===== config.mk =====
export PLATFORM = sky130hd
export DESIGN_NAME = pc
export DESIGN_NICKNAME = d
export VERILOG_FILES = /design/src/rtl/pc.sv
export SDC_FILE = /design/constraint.sdc
export NUM_CORES = 1
export LEC_CHECK = 0
export BUFFER_PORTS_ARGS = -buffer_cell sky130_fd_sc_hd__buf_2
export CAP_MARGIN = 20
export CORE_MARGIN = 10
export CORE_UTILIZATION = 35
export CTS_CLUSTER_DIAMETER = 30
export DETAILED_ROUTE_END_ITERATION = 10
export MAX_ROUTING_LAYER = met4
export PLACE_DENSITY = 0.62
export SETUP_SLACK_MARGIN = 0.05
export SLEW_MARGIN = 10
export SYNTH_ARGS = -nofsm -noshare
export SYNTH_HDL_FRONTEND = slang
export SYNTH_SLANG_ARGS = --single-unit

===== constraint.sdc =====
create_clock -name clk -period 1.7 [get_ports clk]
set_input_delay 0.255 -clock clk [delete_from_list [all_inputs] [get_ports clk]]
set_output_delay 0.255 -clock clk [all_outputs]
set_load 0.01 [all_outputs]

===== src/rtl/pc.sv =====
// Program counter register for the pipeline front end.
// Holds the current fetch address and loads the next address (chosen
// upstream: sequential or branch target) when the front end is not stalled.
// The reset input keeps its historical name arst_n but is a synchronous,
// active-high reset.
module pc #(
  parameter int unsigned             PC_SIZE      = 32,
  parameter logic [PC_SIZE-1:0]      RESET_VECTOR = '0
) (
  input  logic               clk,
  input  logic               arst_n,  // synchronous, active-high
  input  logic               en_in,
  input  logic [PC_SIZE-1:0] pc_in,
  output logic [PC_SIZE-1:0] pc_out
);

  logic [PC_SIZE-1:0] r_pc;

  // Reset beats enable; a stall holds the register and ignores pc_in entirely.
  always_ff @(posedge clk) begin
    // NOTE: non-blocking assignment so every register samples pre-edge values.
    if (arst_n) begin
      r_pc <= RESET_VECTOR;
    end else if (en_in) begin
      r_pc <= pc_in;
    end
  end

  // Output comes straight from the register; no path from pc_in to pc_out.
  assign pc_out = r_pc;

endmodule


== Yosys cells after proc, flatten, opt, wreduce, memory -nomap -nowiden ==
Cells that the tools add are included.
Storage, ports and cells
  bits in registers: 32
  latch bits: 0
  bits in writable memories: 0
  bits in read-only memories: 0
  input bits: 35
  output and inout port bits: 32
  logic and storage cells: 1
  memories: 0
Operators by class
  add/subtract/negate cells: 0
  multipliers: 0
  div/mod/pow operators: 0
  order comparisons: 0
  equality and inequality tests: 0
  shifts and indexed selects: 0
  mux-type cells: 0
  bitwise gates (word level): 0
  reductions and logical operators: 0

== Longest topological paths before layout ==
  word-level depth: 0
  gate-level depth with buffers: 4
  mapped depth without buffers: 2

== Worst setup path after synthesis ==
No wires, ideal clock.
  path kind: input to register
  start: input en_in
  end: register r_pc[0], in the netlist pc_out[0]
  library setup time: 0.128 ns
  arrival time: 0.720 ns
  path slack: 0.852 ns
  stages on the path: 4
  cells stage by stage: buf_6 -> buf_12 -> mux2i_1 -> nor2_1
RTL lines
  from (decl): line 12  | input logic en_in,
  to (signal assigned): line 25  | r_pc <= pc_in;
  to (decl): line 17  | logic [PC_SIZE-1:0] r_pc;

== Worst setup path after layout ==
  start: register r_pc[22], in the netlist pc_out[22]
  end: output pc_out[22]
RTL lines
  to (decl): line 14  | output logic [PC_SIZE-1:0] pc_out
No word-level cell between the ends.

==> run_results.csv <==
group,metric,value,unit
outcome,outcome,"finished clean",
cells_and_area,most-common-layout-cells,"66 x sky130_fd_sc_hd__buf_2, 32 x sky130_fd_sc_hd__mux2i_1, 32 x sky130_fd_sc_hd__nor2_1, 32 x sky130_fd_sc_hd__dfxtp_1, 5 x sky130_fd_sc_hd__clkbuf_4",
die,num_io_pins,67,
power,power-per-cell-area,947,nW/um^2
power,power.ir.vdd_worst,0.515,mV
timing,timing.setup.tns,0,ns
route,post_drt_wl_per_cell,13.6,um
power,total_leakage_power,0.849,nW
synth,synth_seq_cells,32,
timing,worst_pin_slew,0.554,ns
global_routing,first_global_vias,1029,
worst_setup_path,critical_path.slowest_cell,"sky130_fd_sc_hd__dfxtp_1",
hold_path,min_path_type,"in2reg",
synth,synth_fp_nets,138,
worst_setup_path,worst_setup_path_start_kind,"register",
route,initialDrtViolationCount,47,
die,core_region_area,3130,sq um
cells_and_area,finish.net_count,205,
global_routing,grt_usage,0.0996,
die,die_height,77.7,um
route,vias_per_cell,4.29,
cells_and_area,largest_register_ffs,32,
cells_and_area,syn2layout_area_growth,32.8,%
placed_design,place_congestion,0.649,
route,firstDrtPassIters,3,
die,die_w,77.7,um
placed_design,pre_cts_slack,0.671,ns
timing,maxSlewHeadroom,0.631,
cells_and_area,most_common_cell_after_layout_fill_and_taps_aside,"sky130_fd_sc_hd__buf_2",
global_routing,pin_count_of_the_biggest_net_entering_global_routing,33,
synth,synthDominantAreaCellType,"sky130_fd_sc_hd__dfxtp_1",
timing,achievable-frequency,0.935,GHz
cells_and_area,post-route-util,0.494,
cells_and_area,num_antenna_cells,0,
timing,layout_worst_path_cycle_share,0.629,
synth,yosys.cell_types.count,6,
clocking,clk_transition_reported_paths,0.10,ns
global_routing,grt_first_pass_wirelength,4.77,mm
worst_setup_path,worst_path_dominant_cell_family,"flip-flops",
synth,netlist_area,1160,sq um
timing,rsz0062_at_grt,"false",
clocking,clk-insertion-delay-late,0.31,ns
global_routing,antenna_found_initial,0,
die,overall_die_area,6030,sq um
worst_setup_path,cp_data_arrival_time,0.81,ns
clocking,cts_hold_buf,0,
synth,postSynthAreaPerCell,11.3,sq um
clocking,root_buffer,"sky130_fd_sc_hd__clkbuf_4",
clocking,cts_h_tree_lvls,2,
die,initial_utilization,0.372,
cells_and_area,finalInstanceArea,1550,sq um
route,via_count,923,
placed_design,port_buffers,66,
global_routing,gr-total-overflow,0,
worst_setup_path,crit_path_max_incr_delay,0.36,ns
cells_and_area,layout-drive-gt1-share,0.427,
die,placementRows,20,
clocking,cts_buffer_depth,2,
route,route.detailed.drc,0,
placed_design,placedInstanceArea,1490,sq um
route,wl,2.92,mm
timing,finalHoldViolCount,0,
run,max-cap-violations,0,
timing,post-route-min-period,1.07,ns
timing,setup_viol_count_final,0,
synth,seq_area_frac_synth,0.551,
timing,timing.final.max_slew_violations,0,
worst_setup_path,required,1.44,ns
clocking,clock-sinks,32,
worst_setup_path,critical_path_class,"reg2out",
worst_setup_path,critPathCaptureType,"output port",
clocking,tritoncts,"built",
clocking,numCtsBuffers,5,
clocking,cts_post_setup_buffers_inserted,0,
worst_setup_path,worst-path-max-fanout,2,
worst_setup_path,path_cells,"buf_2",
synth,synth.area.top_cells,"sky130_fd_sc_hd__dfxtp_1 55%, sky130_fd_sc_hd__mux2i_1 28%, sky130_fd_sc_hd__nor2_1 10%",
route,route.antenna.remaining_nets,0,
synth,synth.yosys.warnings,0,
timing,finalWorstSetupSlack,0.631,ns
synth,synth.top_cell.area_share,0.551,
placed_design,detailedPlacementHpwl,2.26,mm
clocking,cts.repair.resized,0,
worst_setup_path,worst-path-buf-inv,1,
synth,syn-instance-count,103,
timing,timing.clock.skew,0,ns
[layer usage]
layer  part of all wire  GRT usage  up-vias
li1                   -          -      471
met1               0.43      0.102      409
met2               0.47      0.157       38
met3              0.090     0.0518        5
met4              0.011     0.0438        0
met5                  0          -        -
[final timing paths]
path	to	depth (start not counted)	slack [ns]	start
min	pc_out[18]	3	0.16	pc_in[18]
min reg2reg	pc_out[18]	2	0.50	pc_out[18]
max	pc_out[22]	1	0.63	pc_out[22]
max reg2reg	pc_out[1]	2	1.07	pc_out[1]
[Yosys cell counts (all sizes together)]
master and count:
dfxtp 32, mux2i 32, nor2 32, buf 4, clkbuf 3
[per-stage QoR]
stage / hold WS, ns / cells / power [mW]
finish: 0.162 / 215 / 1.46
global route: 0.154 / 215 / 1.55
CTS: 0.146 / 215 / 1.49
detailed placement: 0.476 / 207 / 1.05
global placement: 0.466 / 207 / 1.04
floorplan: 0.327 / 103 / 0.958
[kinds of logic after synthesis]
group | count (synthesis) | share of synthesized area
simple gates | 32 | 0.103
flops | 32 | 0.551
mux | 32 | 0.275
buf+inv | 7 | 0.0710
[power breakdown]
group | switching [mW] | internal, mW
Combinational | 0.105 | 0.105
Clock | 0.234 | 0.204
Sequential | 0.0211 | 0.794
[area by class of cell]
cell class	count	area (sq um)
timing repair buffer	67	350
multi-input combinational	64	440
fill	299	1580
tap	44	55.1
sequential	32	641
clock buffer	8	58.8
Power figures use the tool's default switching activity.
